`src/rtl/lab5_mcore_mem_net_xbar_pkg.sv`:
```
// Shared message types for the cache->mem refill network concentrator.
// Headers and memory messages are carried opaquely; only hdr.dest is inspected.
package lab5_mcore_mem_net_xbar_pkg;

  localparam int c_net_srcdest_nbits = 2;
  localparam int c_mem_opaque_nbits  = 8;

  typedef enum logic [2:0] {
    MEM_READ  = 3'd0,
    MEM_WRITE = 3'd1,
    MEM_INIT  = 3'd2,
    MEM_AMO   = 3'd3
  } mem_msg_type_e;

  typedef struct packed {
    logic [c_net_srcdest_nbits-1:0] src;
    logic [c_net_srcdest_nbits-1:0] dest;
  } net_hdr_t;

  typedef struct packed {
    mem_msg_type_e                 msg_type;
    logic [c_mem_opaque_nbits-1:0] opaque;
    logic [31:0]                   addr;
    logic [3:0]                    len;
    logic [127:0]                  data;
  } mem_req_16B_t;

  typedef struct packed {
    mem_msg_type_e                 msg_type;
    logic [c_mem_opaque_nbits-1:0] opaque;
    logic [1:0]                    test;
    logic [3:0]                    len;
    logic [127:0]                  data;
  } mem_resp_16B_t;

  localparam int c_req_msg_nbits  = $bits(net_hdr_t) + $bits(mem_req_16B_t);
  localparam int c_resp_msg_nbits = $bits(net_hdr_t) + $bits(mem_resp_16B_t);

endpackage

```
`src/rtl/lab5_mcore_net_queue2.sv`:
```
// Two-entry val/rdy queue with normal semantics: no enqueue while full,
// no bypass from enq to deq. Storage is left unreset; only pointers reset.
module lab5_mcore_net_queue2 #(
  parameter int p_msg_nbits = 8
) (
  input  logic                   clk,
  input  logic                   reset,
  input  logic                   enq_val,
  input  logic [p_msg_nbits-1:0] enq_msg,
  input  logic                   deq_rdy,
  output logic [p_msg_nbits-1:0] deq_msg,
  output logic                   full,
  output logic                   empty
);

  logic [p_msg_nbits-1:0] entry [2];
  logic                   wr_ptr;
  logic                   rd_ptr;
  logic [1:0]             count;
  logic                   enq_go;
  logic                   deq_go;

  assign full    = (count == 2'd2);
  assign empty   = (count == 2'd0);
  assign enq_go  = enq_val && !full;
  assign deq_go  = deq_rdy && !empty;
  assign deq_msg = entry[rd_ptr];

  always_ff @(posedge clk) begin
    if (!reset) begin
      wr_ptr <= 1'b0;
      rd_ptr <= 1'b0;
      count  <= 2'd0;
    end else begin
      if (enq_go) wr_ptr <= ~wr_ptr;
      if (deq_go) rd_ptr <= ~rd_ptr;
      count <= count + {1'b0, enq_go} - {1'b0, deq_go};
    end
  end

  always_ff @(posedge clk) begin
    if (enq_go) entry[wr_ptr] <= enq_msg;
  end

endmodule

```
`src/rtl/lab5_mcore_mem_net_xbar.sv`:
```
// Four-port round-robin request concentrator onto one memory port, with
// responses routed back by hdr.dest and per-port outstanding tracking.
module lab5_mcore_mem_net_xbar
  import lab5_mcore_mem_net_xbar_pkg::*;
#(
  parameter int p_max_outstanding = 4,
  parameter int p_num_ports       = 4
) (
  input  logic                              clk,
  input  logic                              reset,
  input  logic          [p_num_ports-1:0]   req_in_val,
  output logic          [p_num_ports-1:0]   req_in_rdy,
  input  net_hdr_t      [p_num_ports-1:0]   req_in_hdr,
  input  mem_req_16B_t  [p_num_ports-1:0]   req_in_payload,
  output logic                              req_out_val,
  input  logic                              req_out_rdy,
  output net_hdr_t                          req_out_hdr,
  output mem_req_16B_t                      req_out_payload,
  input  logic                              resp_in_val,
  output logic                              resp_in_rdy,
  input  net_hdr_t                          resp_in_hdr,
  input  mem_resp_16B_t                     resp_in_payload,
  output logic          [p_num_ports-1:0]   resp_out_val,
  input  logic          [p_num_ports-1:0]   resp_out_rdy,
  output net_hdr_t      [p_num_ports-1:0]   resp_out_hdr,
  output mem_resp_16B_t [p_num_ports-1:0]   resp_out_payload,
  output logic                              err
);

  logic [c_net_srcdest_nbits-1:0] rr_ptr;
  logic [2:0]                     cnt [p_num_ports];
  logic [p_num_ports-1:0]         eligible;
  logic [p_num_ports-1:0]         grant;
  logic [c_net_srcdest_nbits-1:0] gidx;
  logic [c_net_srcdest_nbits-1:0] idx;
  logic                           found;
  logic [p_num_ports-1:0]         inc;
  logic [p_num_ports-1:0]         dec;
  logic                           req_xfer;
  logic                           resp_deq;

  logic                           req_q_full;
  logic                           req_q_empty;
  logic [c_req_msg_nbits-1:0]     req_q_head;
  logic                           resp_q_full;
  logic                           resp_q_empty;
  logic [c_resp_msg_nbits-1:0]    resp_q_head;
  net_hdr_t                       head_hdr;
  mem_resp_16B_t                  head_payload;

  always_comb begin
    for (int i = 0; i < p_num_ports; i++)
      eligible[i] = req_in_val[i] && (cnt[i] < 3'(p_max_outstanding));
  end

  // Search upward from rr_ptr; the first eligible port wins.
  always_comb begin
    grant = '0;
    gidx  = rr_ptr;
    idx   = rr_ptr;
    found = 1'b0;
    for (int k = 0; k < p_num_ports; k++) begin
      idx = rr_ptr + c_net_srcdest_nbits'(k);
      if (!found && eligible[idx]) begin
        grant[idx] = 1'b1;
        gidx       = idx;
        found      = 1'b1;
      end
    end
  end

  assign req_in_rdy = grant & {p_num_ports{reset && !req_q_full}};
  assign inc        = req_in_val & req_in_rdy;
  assign req_xfer   = |inc;

  lab5_mcore_net_queue2 #(.p_msg_nbits(c_req_msg_nbits)) req_q (
    .clk     (clk),
    .reset   (reset),
    .enq_val (req_xfer),
    .enq_msg ({req_in_hdr[gidx], req_in_payload[gidx]}),
    .deq_rdy (req_out_rdy),
    .deq_msg (req_q_head),
    .full    (req_q_full),
    .empty   (req_q_empty)
  );

  assign req_out_val                      = !req_q_empty;
  assign {req_out_hdr, req_out_payload}   = req_q_head;

  assign resp_in_rdy = reset && !resp_q_full;

  lab5_mcore_net_queue2 #(.p_msg_nbits(c_resp_msg_nbits)) resp_q (
    .clk     (clk),
    .reset   (reset),
    .enq_val (resp_in_val && resp_in_rdy),
    .enq_msg ({resp_in_hdr, resp_in_payload}),
    .deq_rdy (resp_out_rdy[head_hdr.dest]),
    .deq_msg (resp_q_head),
    .full    (resp_q_full),
    .empty   (resp_q_empty)
  );

  assign {head_hdr, head_payload} = resp_q_head;
  assign resp_out_hdr             = {p_num_ports{head_hdr}};
  assign resp_out_payload         = {p_num_ports{head_payload}};

  // Head-of-line blocking: only the head's destination is offered.
  always_comb begin
    resp_out_val                = '0;
    resp_out_val[head_hdr.dest] = !resp_q_empty;
  end

  assign dec      = resp_out_val & resp_out_rdy;
  assign resp_deq = |dec;

  always_ff @(posedge clk) begin
    if (!reset) begin
      rr_ptr <= '0;
      err    <= 1'b0;
      for (int i = 0; i < p_num_ports; i++) cnt[i] <= 3'd0;
    end else begin
      if (req_xfer) rr_ptr <= gidx + c_net_srcdest_nbits'(1);
      for (int i = 0; i < p_num_ports; i++) begin
        if (inc[i] && !dec[i])
          cnt[i] <= cnt[i] + 3'd1;
        else if (dec[i] && !inc[i] && cnt[i] != 3'd0)
          cnt[i] <= cnt[i] - 3'd1;
      end
      // A response to a port with nothing outstanding is still delivered.
      if (resp_deq && cnt[head_hdr.dest] == 3'd0) err <= 1'b1;
    end
  end

endmodule

```
`config.mk`:
```
export PLATFORM = sky130hd
export DESIGN_NAME = lab5_mcore_mem_net_xbar
export DESIGN_NICKNAME = d
export VERILOG_FILES = /design/src/rtl/lab5_mcore_mem_net_xbar_pkg.sv /design/src/rtl/lab5_mcore_net_queue2.sv /design/src/rtl/lab5_mcore_mem_net_xbar.sv
export SDC_FILE = /design/constraint.sdc
export NUM_CORES = 1
export LEC_CHECK = 0
export BUFFER_PORTS_ARGS = -buffer_cell sky130_fd_sc_hd__buf_2
export CAP_MARGIN = 15
export CORE_AREA = 2 2 641 643
export DETAILED_ROUTE_END_ITERATION = 16
export DIE_AREA = 0 0 643 645
export GPL_TIMING_DRIVEN = 0
export HOLD_SLACK_MARGIN = 0.08
export SYNTH_ARGS = -nofsm -noshare
export SYNTH_HDL_FRONTEND = slang
export SYNTH_SLANG_ARGS = --single-unit
```
`constraint.sdc`:
```
create_clock -name clk -period 13.3 [get_ports clk]
set_input_delay 1.995 -clock clk [delete_from_list [all_inputs] [get_ports clk]]
set_output_delay 1.995 -clock clk [all_outputs]
set_load 0.05 [all_outputs]
```
==> impl_results.md <==
* Die extent in x at 643 µm
* Number of flops mapped to enable cells by yosys at 668
* RSZ-0062 raised after global routing: no
* Worst hold slack at 516 ps
* Placed insts at 9863
* Worst Slack Setup Final at 6920 ps
* Post-route insts no fill at 10100
* Maximum operating frequency at 157 MHz
* Setup slack of the most critical reg-to-reg path at 6920 ps
* Die area at 415000 µm²
* Wire length of the first global-routing pass at 314000 µm
* Syn avg cell area at 12.9 µm²
* Maximum ir drop on the vdd rail at 171 µV
* Register bit total from synthesis at 681
* Max stage delay on crit path at 910 ps
* Critical path fanouts, max at 11
* GPL Wtd Cong at 0.935
* Clock network latency to the later pin of the worst-skew pair at 850 ps
* CTS clock-pin slew for the worst setup and hold paths at 60 ps
* Post-Synthesis Cell Area at 35100 µm²
* Filler cell count in the final layout at 46600
* Crit path max-delay family: buffers and inverters
* Area share of the leading cell type in the synthesized netlist at 0.572
* Count of port buffers added during placement at 1662
* Via count normalized by instance count at 3.02
* Nets in the synthesized netlist at 3608
* Asr flop ratio synth at 0
* TritonCTS buffer count at 88
* Via count of the first global-routing pass at 28600
* Final antenna-violating net count at 0
* Total chip power at 17.0 mW
* CP dominant cell by count: sky130_fd_sc_hd__clkbuf_1
* Number of nets at the end of the flow at 5397
* Dominant cell type by area after synthesis: sky130_fd_sc_hd__edfxtp_1
* Placeable Area at 408000 µm²
* CTS root buf: sky130_fd_sc_hd__clkbuf_16
* Fraction of layout cells with a size suffix above 1 at 0.612
* Cell with the largest stage delay on the worst path: sky130_fd_sc_hd__a31oi_1
* Number of vias after detailed routing at 30400
* Power Dens Cells at 317 nW/µm²
* Leakage at 20.6 nW
* Worst path buffer plus inverter count at 5
* Number of buffers on the longest clock path at 4
* Cell row count at 235
* Cell count after synthesis at 2713
* Result of the run: finished clean
* CTS tree: yes
* Post-cts sizing count at 0
* Cell breakdown of the critical path: inv_1 -> ha_1 -> clkbuf_1 -> nor2b_1 -> o21ai_0 -> a22oi_1 -> o22a_1 -> buf_2 -> clkbuf_2 -> clkbuf_1 -> nand2_1 -> a31oi_1
* Maximum number of pins on one net before global-route repair at 61
* Global-route total usage across every layer at 0.118
* Nature of the critical path endpoint: flop
* Worst hold path class: flop to flop
* Post-Route WL at 257000 µm
* Setup Slack @ Placement at 6090 ps
* Detailed router's first-iteration violation count at 2601
* Start-to-end type of the worst setup path: flop to flop
* Total setup buffers inserted after CTS at 0
* Category of the worst setup path launch point: flop
* Worst path required time at 13680 ps
* Max_cap viols at 0
* Pins over their slew limit at 0
* Length of the first detailed-routing pass in iterations at 6
* Count of unique library cells instantiated by Yosys at 51
* DP HPWL at 221000 µm
* Clk sink count at 681
* Area growth from synthesis to layout at 53.3%
* Maximum level of the CTS H-tree at 3
* DIE HEIGHT at 645 µm
* Transition time at the pin with the least slew margin at 1200 ps
* Synth area leaders: sky130_fd_sc_hd__edfxtp_1 (57%), sky130_fd_sc_hd__mux2_2 (11%), sky130_fd_sc_hd__buf_4 (9.6%)
* I/O pin total at 1663
* Total global routing overflow at 0
* Number of antenna violations at the first check in global routing at 68
* Wire length per cell after detailed routing at 25.6 µm
* Final critical delay including setup and external delays at 6380 ps
* Number of warnings issued by yosys at 0
* DRC viols at 0
* Final Cycle Share at 0.480
* Share of the yosys chip area belonging to registers at 0.580
* Predominant post-synthesis flop cell: sky130_fd_sc_hd__edfxtp_1
* Total of hold buffers inserted after clock tree synthesis at 0
* Final count of hold timing violations at 0
* Setup skew after layout at 101 ps
* Initial Utilization at 0.0859
* Headroom to the max-slew limit at 0.198
* Count of endpoints failing setup in the final report at 0
* CP arrival at 6760 ps
cells in the final DEF, fill, tap and decap left out, types with 21 or more instances in the layout:
| cell type | instances |
|---|---|
| sky130_fd_sc_hd__buf_2 | 1696 |
| sky130_fd_sc_hd__a31oi_1 | 179 |
| sky130_fd_sc_hd__and2_1 | 187 |
| sky130_fd_sc_hd__a211oi_1 | 76 |
| sky130_fd_sc_hd__diode_2 | 48 |
| sky130_fd_sc_hd__mux2_2 | 327 |
| sky130_fd_sc_hd__clkbuf_16 | 88 |
| sky130_fd_sc_hd__clkbuf_2 | 21 |
| sky130_fd_sc_hd__nand2_1 | 379 |
| sky130_fd_sc_hd__edfxtp_1 | 668 |
| sky130_fd_sc_hd__clkbuf_1 | 100 |
| sky130_fd_sc_hd__buf_4 | 451 |
| sky130_fd_sc_hd__inv_1 | 23 |
| sky130_fd_sc_hd__a211oi_2 | 102 |
| sky130_fd_sc_hd__buf_12 | 32 |
worst min-delay path, cell delays in order, from the launching register on:
cell and delay, ps:
sky130_fd_sc_hd__dfxtp_1 340, sky130_fd_sc_hd__a21oi_1 50, sky130_fd_sc_hd__nor2b_1 100
per-layer routing:
metal  track usage  vias up  routed length [µm]
met1         0.125    15200               90700
met3        0.0332      318               20600
met2         0.215     1738              133000
li1              -    13100                   -
met5             0        -                  73
met4        0.0518       12               13000
power breakdown:
group | total (mW) | switching [mW] | internal (mW)
Sequential | 3.40 | 0.107 | 3.29
Combinational | 11.3 | 8.56 | 2.77
Clock | 2.29 | 1.01 | 1.27
Total | 17.0 | 9.68 | 7.34
synthesized netlist by cell type (all sizes together), types with 7 or more instances:
cell / number
nand2b: 10
buf: 500
o21ai: 8
nor2b: 9
a21oi: 18
inv: 23
edfxtp: 668
dfxtp: 13
clkbuf: 107
xnor2: 8
nor3: 7
a211oi: 179
nand3: 12
mux2i: 7
and2: 188
nor2: 17
mux2: 327
a31oi: 179
ha: 15
nand2: 379
final timing paths:
| kind | end | from | depth (start not counted) |
|---|---|---|---|
| min reg2reg | err$_SDFFE_PN0P_ | err$_SDFFE_PN0P_ | 2 |
| max | req_q.entry[0][22]$_DFFE_PP_ | rr_ptr[0]$_SDFFE_PN0N_ | 12 |
| max reg2reg | req_q.entry[0][22]$_DFFE_PP_ | rr_ptr[0]$_SDFFE_PN0N_ | 12 |
| min | err$_SDFFE_PN0P_ | err$_SDFFE_PN0P_ | 2 |
metrics by stage:
stage | utilization | cell area (µm²) | setup TNS [ps]
CTS | 0.131 | 53600 | 0
floorplan | - | 35100 | 0
global placement | 0.123 | 50200 | -2591920
detailed placement | 0.125 | 51000 | 0
finish | 0.132 | 53800 | 0
global route | 0.132 | 53700 | 0
registers in the layout, summed over array words and instances (netlist names), 2 cells and up, named ones only:
name	cells
req_q.entry	358
resp_q.entry	298
cnt	12
req_q.count	2
resp_q.count	2
rr_ptr	2
final cells by class:
| class | count | area (µm²) | area share |
|---|---|---|---|
| inverter | 23 | 86.3 | 0.00161 |
| sequential | 681 | 20300 | 0.378 |
| clock inverter | 42 | 390 | 0.00726 |
| timing repair buffer | 1699 | 9000 | 0.167 |
| tap | 5451 | 6820 | 0.127 |
| antenna | 48 | 120 | 0.00223 |
| clock buffer | 104 | 2280 | 0.0425 |
| multi-input combinational | 1402 | 10500 | 0.195 |
| buffer | 607 | 4260 | 0.0792 |
kinds of logic after synthesis:
| group | synth area share |
|---|---|
| AOI/OAI and AO/OA | 0.0930 |
| xor gates and xnor gates | 0.00225 |
| adders and majority gates | 0.00707 |
| buffers and inverters | 0.123 |
| DFF | 0.580 |
| muxes | 0.110 |
| and+or+nand+nor | 0.0855 |
Note: power is estimated with default switching activity, not from simulation.
